`src/rtl/rx_det_sched.sv`:
```
// Receiver-detect sweep scheduler: one lane at a time through a shared detector.
// Optional RXDET_RETRY_EN re-requests a timed-out lane once before flagging it.
module rx_det_sched #(
  parameter int NUM_LANES   = 4,
  parameter int TIMEOUT_CYC = 1024,
  parameter int SETTLE_CYC  = 16
) (
  input  logic                             clk,
  input  logic                             rst,
  input  logic                             start,
  input  logic                             abort,
  input  logic [NUM_LANES-1:0]             rx_det_seq_ack,
  input  logic [NUM_LANES-1:0]             rx_det_valid,
  output logic [NUM_LANES-1:0]             rx_det_seq_req,
  output logic                             busy,
  output logic                             done,
  output logic [NUM_LANES-1:0]             det_mask,
  output logic [NUM_LANES-1:0]             timeout_mask,
  output logic [$clog2(NUM_LANES+1)-1:0]   det_cnt
);
  localparam int IW = (NUM_LANES > 1) ? $clog2(NUM_LANES) : 1;
  localparam int CW = $clog2(NUM_LANES + 1);
  localparam int WW = (TIMEOUT_CYC > 1) ? $clog2(TIMEOUT_CYC) : 1;
  localparam int SW = (SETTLE_CYC > 1) ? $clog2(SETTLE_CYC) : 1;
  localparam logic [IW-1:0] LAST = IW'(NUM_LANES - 1);
  localparam logic [NUM_LANES-1:0] LANE0 = NUM_LANES'(1);

  typedef enum logic [2:0] {
    S_IDLE,
    S_REQ,
    S_SETTLE,
    S_NEXT,
    S_DONE
  } state_t;

  state_t                 state_q, state_d;
  logic [IW-1:0]          idx_q, idx_d;
  logic [WW-1:0]          wait_q, wait_d;
  logic [SW-1:0]          settle_q, settle_d;
  logic [NUM_LANES-1:0]   req_q, req_d;
  logic [NUM_LANES-1:0]   det_q, det_d;
  logic [NUM_LANES-1:0]   to_q, to_d;
  logic [CW-1:0]          cnt_q, cnt_d;
  logic                   busy_q, busy_d;
  logic                   done_q, done_d;
  logic                   ack_hit, wait_end;
  logic                   settle_end, kill;

`ifdef RXDET_RETRY_EN
  // used: retry already spent on this lane; pend: retry due next cycle
  logic used_q, used_d;
  logic pend_q, pend_d;
`endif

  assign ack_hit    = rx_det_seq_ack[idx_q];
  assign wait_end   = (wait_q == WW'(TIMEOUT_CYC - 1));
  assign settle_end = (settle_q == SW'(SETTLE_CYC - 1));
  assign kill       = abort && (state_q != S_IDLE);

  always_ff @(posedge clk) begin
    if (rst) begin
      state_q  <= S_IDLE;
      idx_q    <= '0;
      wait_q   <= '0;
      settle_q <= '0;
      req_q    <= '0;
      det_q    <= '0;
      to_q     <= '0;
      cnt_q    <= '0;
      busy_q   <= 1'b0;
      done_q   <= 1'b0;
`ifdef RXDET_RETRY_EN
      used_q   <= 1'b0;
      pend_q   <= 1'b0;
`endif
    end else begin
      state_q  <= state_d;
      idx_q    <= idx_d;
      wait_q   <= wait_d;
      settle_q <= settle_d;
      req_q    <= req_d;
      det_q    <= det_d;
      to_q     <= to_d;
      cnt_q    <= cnt_d;
      busy_q   <= busy_d;
      done_q   <= done_d;
`ifdef RXDET_RETRY_EN
      used_q   <= used_d;
      pend_q   <= pend_d;
`endif
    end
  end

  always_comb begin
    state_d = state_q;
    if (kill) begin
      state_d = S_IDLE;
    end else begin
      unique case (state_q)
        S_IDLE:   if (start && !abort) state_d = S_REQ;
        S_REQ: begin
          if (ack_hit)       state_d = S_SETTLE;
          else if (wait_end) state_d = S_NEXT;
        end
        S_SETTLE: if (settle_end) state_d = S_NEXT;
        S_NEXT: begin
`ifdef RXDET_RETRY_EN
          if (pend_q)              state_d = S_REQ;
          else
`endif
          if (idx_q == LAST)       state_d = S_DONE;
          else                     state_d = S_REQ;
        end
        S_DONE:   state_d = S_IDLE;
        default:  state_d = S_IDLE;
      endcase
    end
  end

  always_comb begin
    idx_d    = idx_q;
    wait_d   = wait_q;
    settle_d = settle_q;
    req_d    = req_q;
    det_d    = det_q;
    to_d     = to_q;
    cnt_d    = cnt_q;
    busy_d   = busy_q;
    done_d   = 1'b0;
`ifdef RXDET_RETRY_EN
    used_d   = used_q;
    pend_d   = pend_q;
`endif
    if (kill) begin
      idx_d    = '0;
      wait_d   = '0;
      settle_d = '0;
      req_d    = '0;
      det_d    = '0;
      to_d     = '0;
      cnt_d    = '0;
      busy_d   = 1'b0;
`ifdef RXDET_RETRY_EN
      used_d   = 1'b0;
      pend_d   = 1'b0;
`endif
    end else begin
      unique case (state_q)
        S_IDLE: begin
          if (start && !abort) begin
            idx_d  = '0;
            wait_d = '0;
            req_d  = LANE0;
            det_d  = '0;
            to_d   = '0;
            cnt_d  = '0;
            busy_d = 1'b1;
`ifdef RXDET_RETRY_EN
            used_d = 1'b0;
            pend_d = 1'b0;
`endif
          end
        end
        S_REQ: begin
          wait_d = wait_q + 1'b1;
          if (ack_hit) begin
            req_d    = '0;
            settle_d = '0;
          end else if (wait_end) begin
            req_d        = '0;
            det_d[idx_q] = 1'b0;
`ifdef RXDET_RETRY_EN
            if (!used_q) begin
              used_d = 1'b1;
              pend_d = 1'b1;
            end else begin
              to_d[idx_q] = 1'b1;
            end
`else
            to_d[idx_q] = 1'b1;
`endif
          end
        end
        S_SETTLE: begin
          settle_d = settle_q + 1'b1;
          if (settle_end) begin
            det_d[idx_q] = rx_det_valid[idx_q];
            cnt_d = cnt_q + CW'(rx_det_valid[idx_q]);
          end
        end
        S_NEXT: begin
`ifdef RXDET_RETRY_EN
          if (pend_q) begin
            pend_d = 1'b0;
            wait_d = '0;
            req_d  = LANE0 << idx_q;
          end else
`endif
          if (idx_q == LAST) begin
            busy_d = 1'b0;
            done_d = 1'b1;
          end else begin
            idx_d  = idx_q + 1'b1;
            wait_d = '0;
            req_d  = LANE0 << (idx_q + 1'b1);
`ifdef RXDET_RETRY_EN
            used_d = 1'b0;
`endif
          end
        end
        S_DONE: done_d = 1'b0;
        default: begin
          req_d  = '0;
          busy_d = 1'b0;
        end
      endcase
    end
  end

  assign rx_det_seq_req = req_q;
  assign busy           = busy_q;
  assign done           = done_q;
  assign det_mask       = det_q;
  assign timeout_mask   = to_q;
  assign det_cnt        = cnt_q;

endmodule

```
`config.mk`:
```
export PLATFORM = sky130hd
export DESIGN_NAME = rx_det_sched
export DESIGN_NICKNAME = d
export VERILOG_FILES = /design/src/rtl/rx_det_sched.sv
export SDC_FILE = /design/constraint.sdc
export NUM_CORES = 1
export LEC_CHECK = 0
export CORE_UTILIZATION = 40
export CTS_CLUSTER_DIAMETER = 120
export CTS_CLUSTER_SIZE = 12
export DETAILED_ROUTE_END_ITERATION = 8
export HOLD_SLACK_MARGIN = 0.02
export PLACE_DENSITY_LB_ADDON = 0.2
export SYNTH_ARGS = -nofsm -noshare
export SYNTH_HDL_FRONTEND = slang
export SYNTH_SLANG_ARGS = --single-unit
```
`constraint.sdc`:
```
create_clock -name clk -period 4 [get_ports clk]
set_input_delay 0.6 -clock clk [delete_from_list [all_inputs] [get_ports clk]]
set_output_delay 0.6 -clock clk [all_outputs]
set_load 0.01 [all_outputs]
```
# --- Yosys cells after proc, flatten, opt, wreduce, memory -nomap -nowiden ---
# Index checks and enable logic that the tools add are counted.
totals:
  ff_bits: 36
  latch_bits: 0
  ram_bits: 0
  mem_bits_ro: 0
  in_bits: 12
  out_inout_bits: 17
  elab_cells: 104
  mem_count: 0
classes:
  n_addsub: 4
  multipliers: 0
  div: 0
  magnitude_cmp: 2
  n_eq_ne: 15
  n_shift: 1
  n_mux: 41
  n_bitwise: 6
  reduce_logical: 25
op_table:
  columns: ["operator", "count"]
  rows:
  - ["$mux 4", 11]
  - ["$pmux 10 s3", 1]
  - ["$mux 3", 7]
  - ["$mux 10", 2]
  - ["$pmux 4 s2", 2]
  - ["$pmux 4 s4", 1]
  - ["$reduce_and 3->1", 5]
  - ["$ne 2x2->1 const B", 7]
  - ["$pmux 3 s4", 1]
  - ["$pmux 4 s3", 1]
  - ["$add 10x1->10 const B", 1]
  - ["$eq 10x10->1 const B", 1]
  - ["$reduce_bool 3->1", 3]
  - ["$reduce_and 4->1", 2]
  - ["$reduce_bool 2->1", 4]
  - ["$eq 3x2->1 const B", 2]
  - ["$mux 1", 6]
  - ["$pmux 3 s2", 1]
  - ["$reduce_or 3->1", 2]
  - ["$reduce_and 5->1", 1]
  - ["$add 4x1->4 const B", 1]
  - ["$and 4x4->4", 1]
  - ["$bmux 1 s2", 2]
  - ["$bwmux 4", 1]
  - ["22 further kinds", 28]

# --- Depth between registers and ports, before layout ---
depth:
  ltp_word: 9
  depth_mapped: 7
  depth_no_buf: 7

# --- Worst setup path before layout ---
# Ideal clock, no wire load.
synth_timing:
  path_type: "input to register"
  startpoint: "input rx_det_valid[3]"
  endpoint: "register cnt_q[2], in the netlist det_cnt[2]"
  setup_time_ns: 0.115
  t_arrival_ns: 1.822
  required_ns: 3.885
  setup_slack_ns: 2.063
  stages: 7
  n_path_buf: 0
  path_cell_list: "mux4_2 -> ha_1 -> ha_1 -> inv_1 -> a2111oi_2 -> xor2_1 -> and2_1"
synth_via:
  elab_chain_cells: 5
synth_lines:
  columns: ["item", "line_no", "rtl"]
  rows:
  - ["from (decl)", "13", "input logic [NUM_LANES-1:0] rx_det_valid,"]
  - ["$bmux 1 s2", "188", "cnt_d = cnt_q + CW'(rx_det_valid[idx_q]);"]
  - ["$mux 1 (implied by the code)", "188", null]
  - ["$add 3x1->3", "188", null]
  - ["$mux 3", "186", "if (settle_end) begin"]
  - ["$pmux 3 s2", "148", "unique case (state_q)"]
  - ["to (signal assigned)", "84", "cnt_q <= cnt_d;"]
  - ["to (decl)", "43", "logic [CW-1:0] cnt_q, cnt_d;"]
# Every way passes these cells. The select of a mux whose other input is x is not followed.
# A chain may end at the register's enable or synchronous reset.

# --- Worst setup path after layout ---
layout_timing:
  startpoint: "input abort"
  endpoint: "register det_q[1], in the netlist det_mask[1]"
layout_via:
  elab_chain_cells: 4
  elab_cells_between_ends: 6
  classes_between: "eq/ne (1); reduce/logical (5)"
layout_lines:
  columns: ["item", "line_no", "rtl"]
  rows:
  - ["from (decl)", "11", "input logic abort,"]
  - ["$logic_not 1->1", "150", "if (start && !abort) begin"]
  - ["$logic_and 1x1->1", "150", null]
  - ["$ne 2x2->1 (no source line)", null, null]
  - ["$reduce_and 5->1 (no source line)", null, null]
  - ["to (signal assigned)", "82", "det_q <= det_d;"]
  - ["to (decl)", "41", "logic [NUM_LANES-1:0] det_q, det_d;"]
# Parallel ways exist; a longest one is shown, timed or not.

==> impl_metrics.env <==
export IMPL_arrival_ns=2.40
export IMPL_period_share_pct=55.6
export IMPL_post_cts_resized=0
export IMPL_synthTopCellsByCount="36 x dfxtp_1, 20 x a21oi_1, 20 x nand3_1"
export IMPL_timing_fmax_ghz=0.450
export IMPL_grt_pass1_wl_microns=7780
export IMPL_dp_hpwl_microns=3400
export IMPL_start_kind="input pin"
export IMPL_synth_xor_xnor_area_share_pct=2.27
export IMPL_cts_setup_buffers=0
export IMPL_synthMostInstantiatedCell="dfxtp_1"
export IMPL_n_antenna_cell=0
export IMPL_die_w_microns=71.5
export IMPL_syn_area_sq_um=1930
export IMPL_cts_buffers=5
export IMPL_syn_inst=219
export IMPL_slew_headroom_pct=39.9
export IMPL_critical_path_peak_fanout=7
export IMPL_synth_top_cell_by_area="dfxtp_1"
export IMPL_grt_max_degree=21
export IMPL_clk_latency_ns=0.29
export IMPL_yosys_area_share_simple_pct=24.8
export IMPL_cts_max_path_buffers=2
export IMPL_maxCapViolCount=0
export IMPL_grt_pass1_vias=1590
export IMPL_root_buffer="clkbuf_8"
export IMPL_leakagePower_uw=0.000841
export IMPL_synth_flop_cell="dfxtp_1"
export IMPL_routed_wl_microns=4630
export IMPL_synth_compound_area_share_pct=21.7
export IMPL_yosys_warnings=0
export IMPL_io_pins=29
export IMPL_tns_ns=0
export IMPL_slew_violations=0
export IMPL_async_flop_share_pct=0
export IMPL_vias=1744
export IMPL_wl_per_cell_microns=15.4
export IMPL_yosysUniqueCellTypes=49
export IMPL_grt_overflow_total=0
export IMPL_rsz0062_at_grt="false"
export IMPL_core_area_sq_um=4500
export IMPL_status="complete, no violations"
export IMPL_start_util_pct=42.9
export IMPL_area_growth_synth_to_final_pct=21.8
export IMPL_drcViolationCount=0
export IMPL_cts_sinks=36
export IMPL_finalHoldViolCount=0
export IMPL_gp_congestion=0.850
export IMPL_synth_seq_area_share_pct=37.3
export IMPL_cts_tree="built"
export IMPL_firstDrtPassIters=4
export IMPL_synth_edf_count=0
export IMPL_grt_usage_pct=19.9
export IMPL_setup_viol=0
export IMPL_row_count=24
export IMPL_synth_top_area_share_pct=37.3
export IMPL_synth_mux_area_share_pct=4.40
export IMPL_io_buffers=28
export IMPL_ir_drop_mv=0.193
export IMPL_hold_buffers=0
export IMPL_synth_area_leaders="dfxtp_1 37%, ha_1 6.5%, a21oi_1 5.2%, nand3_1 5.2%, nor2_1 3.7%"
export IMPL_die_height_microns=71.5
export IMPL_drive_above_1_share_pct=9.24
export IMPL_antenna_found_initial=0
export IMPL_worst_hold_slack_ns=0.466
export IMPL_worst_pin_slew_ns=0.889
export IMPL_routed_via_density=5.79
export IMPL_drt_iter0_markers=103
export IMPL_fin_skew_ns=0.00294
export IMPL_die_area_sq_um=5110
export IMPL_worstPathRequired_ns=4.17
export IMPL_period_minus_slack_ns=2.22
export IMPL_ys_ff_latch=36
export IMPL_synth_adder_area_share_pct=6.48
export IMPL_cts_clk_slew_worst_paths_ns=0.07
export IMPL_powerDensity_nw_per_um2=314
export IMPL_end_kind="flop"
export IMPL_hold_class="reg -> reg"
export IMPL_critPathKind="in -> reg"
export IMPL_syn_num_nets=241
export IMPL_postRouteAntennaNets=0
export IMPL_h_tree_depth=2
export IMPL_syn_avg_cell_area_sq_um=8.82
export IMPL_synth_top_family_by_area="simple AND/OR/NAND/NOR gates"
export IMPL_final_nets=270
cell usage in the layout (no fill, tap or decap), types with 5 or more instances in the layout:
master and count:
and2_1 5, a21oi_1 20, dfxtp_1 36, clkbuf_8 6
nor2_1 19, inv_1 8, nand2_1 18, o21ai_0 8
nand3_1 20, ha_1 10, clkdlybuf4s50_1 28
state kept, by name (all words and copies together) (netlist names):
name / count
busy: 1
det_cnt: 3
det_mask: 4
done: 1
idx_q: 2
rx_det_seq_req: 4
settle_q: 4
state_q: 3
timeout_mask: 4
wait_q: 10
worst paths after layout:
| kind | startpoint | to | slack [ns] | depth (start not counted) |
|---|---|---|---|---|
| worst max-delay path | abort | det_mask[1] | 1.78 | 5 |
| worst min register to register | rx_det_seq_req[3] | rx_det_seq_req[3] | 0.47 | 2 |
| worst min-delay path | rx_det_seq_req[3] | rx_det_seq_req[3] | 0.47 | 2 |
| worst max register to register | state_q[1] | rx_det_seq_req[2] | 1.85 | 4 |
cell families after synthesis:
logic type               after synthesis
AO/OA/AOI/OAI                         57
XOR/XNOR                               5
adder cells (fa/ha/maj)               10
buffers and inverters                 15
flip-flops                            36
multiplexers                           6
AND/OR/NAND/NOR                       90
cell type report:
type	count	area [sq um]
multi-input cells	168	1150
repair buffers	29	288
inverters	8	30.0
fillers	419	2150
clock buffers	6	82.6
well taps	52	65.1
flip-flops and latches	36	721
clock inverters	2	13.8
report_power, final:
group / leakage [uW] / total (uW) / switching (uW) / internal (uW)
registers: 0.000291 / 372 / 8.61 / 363
logic: 0.000499 / 84.8 / 47.6 / 37.1
clock network: 0.0000516 / 281 / 140 / 141
total: 0.000841 / 738 / 196 / 541
stage by stage:
stage               power (uW)  setup slack, ns  instance area, sq um  utilization, %  std cells
floorplan                  432             2.06                  1930               -        219
global placement           464             1.50                  2260            50.1        293
detailed placement         464             1.47                  2260            50.1        293
CTS                        745             1.75                  2350            52.2        301
global route               772             1.60                  2350            52.2        301
finish                     738             1.78                  2350            52.2        301
metal layers:
metal | up-vias | GRT usage [%] | share of wire (%)
met1 | 816 | 27.5 | 49
met4 | 0 | 9.15 | 0.30
met3 | 2 | 3.94 | 4.7
li1 | 875 | - | -
met2 | 51 | 29.9 | 46
met5 | - | 0 | 0
worst max-delay path, stage by stage:
cell and delay, ns:
clkdlybuf4s50_1 0.52, or3b_1 0.54, a32o_1 0.36, o311ai_1 0.28, nand3_1 0.09
(Power assumes the default switching activity.)
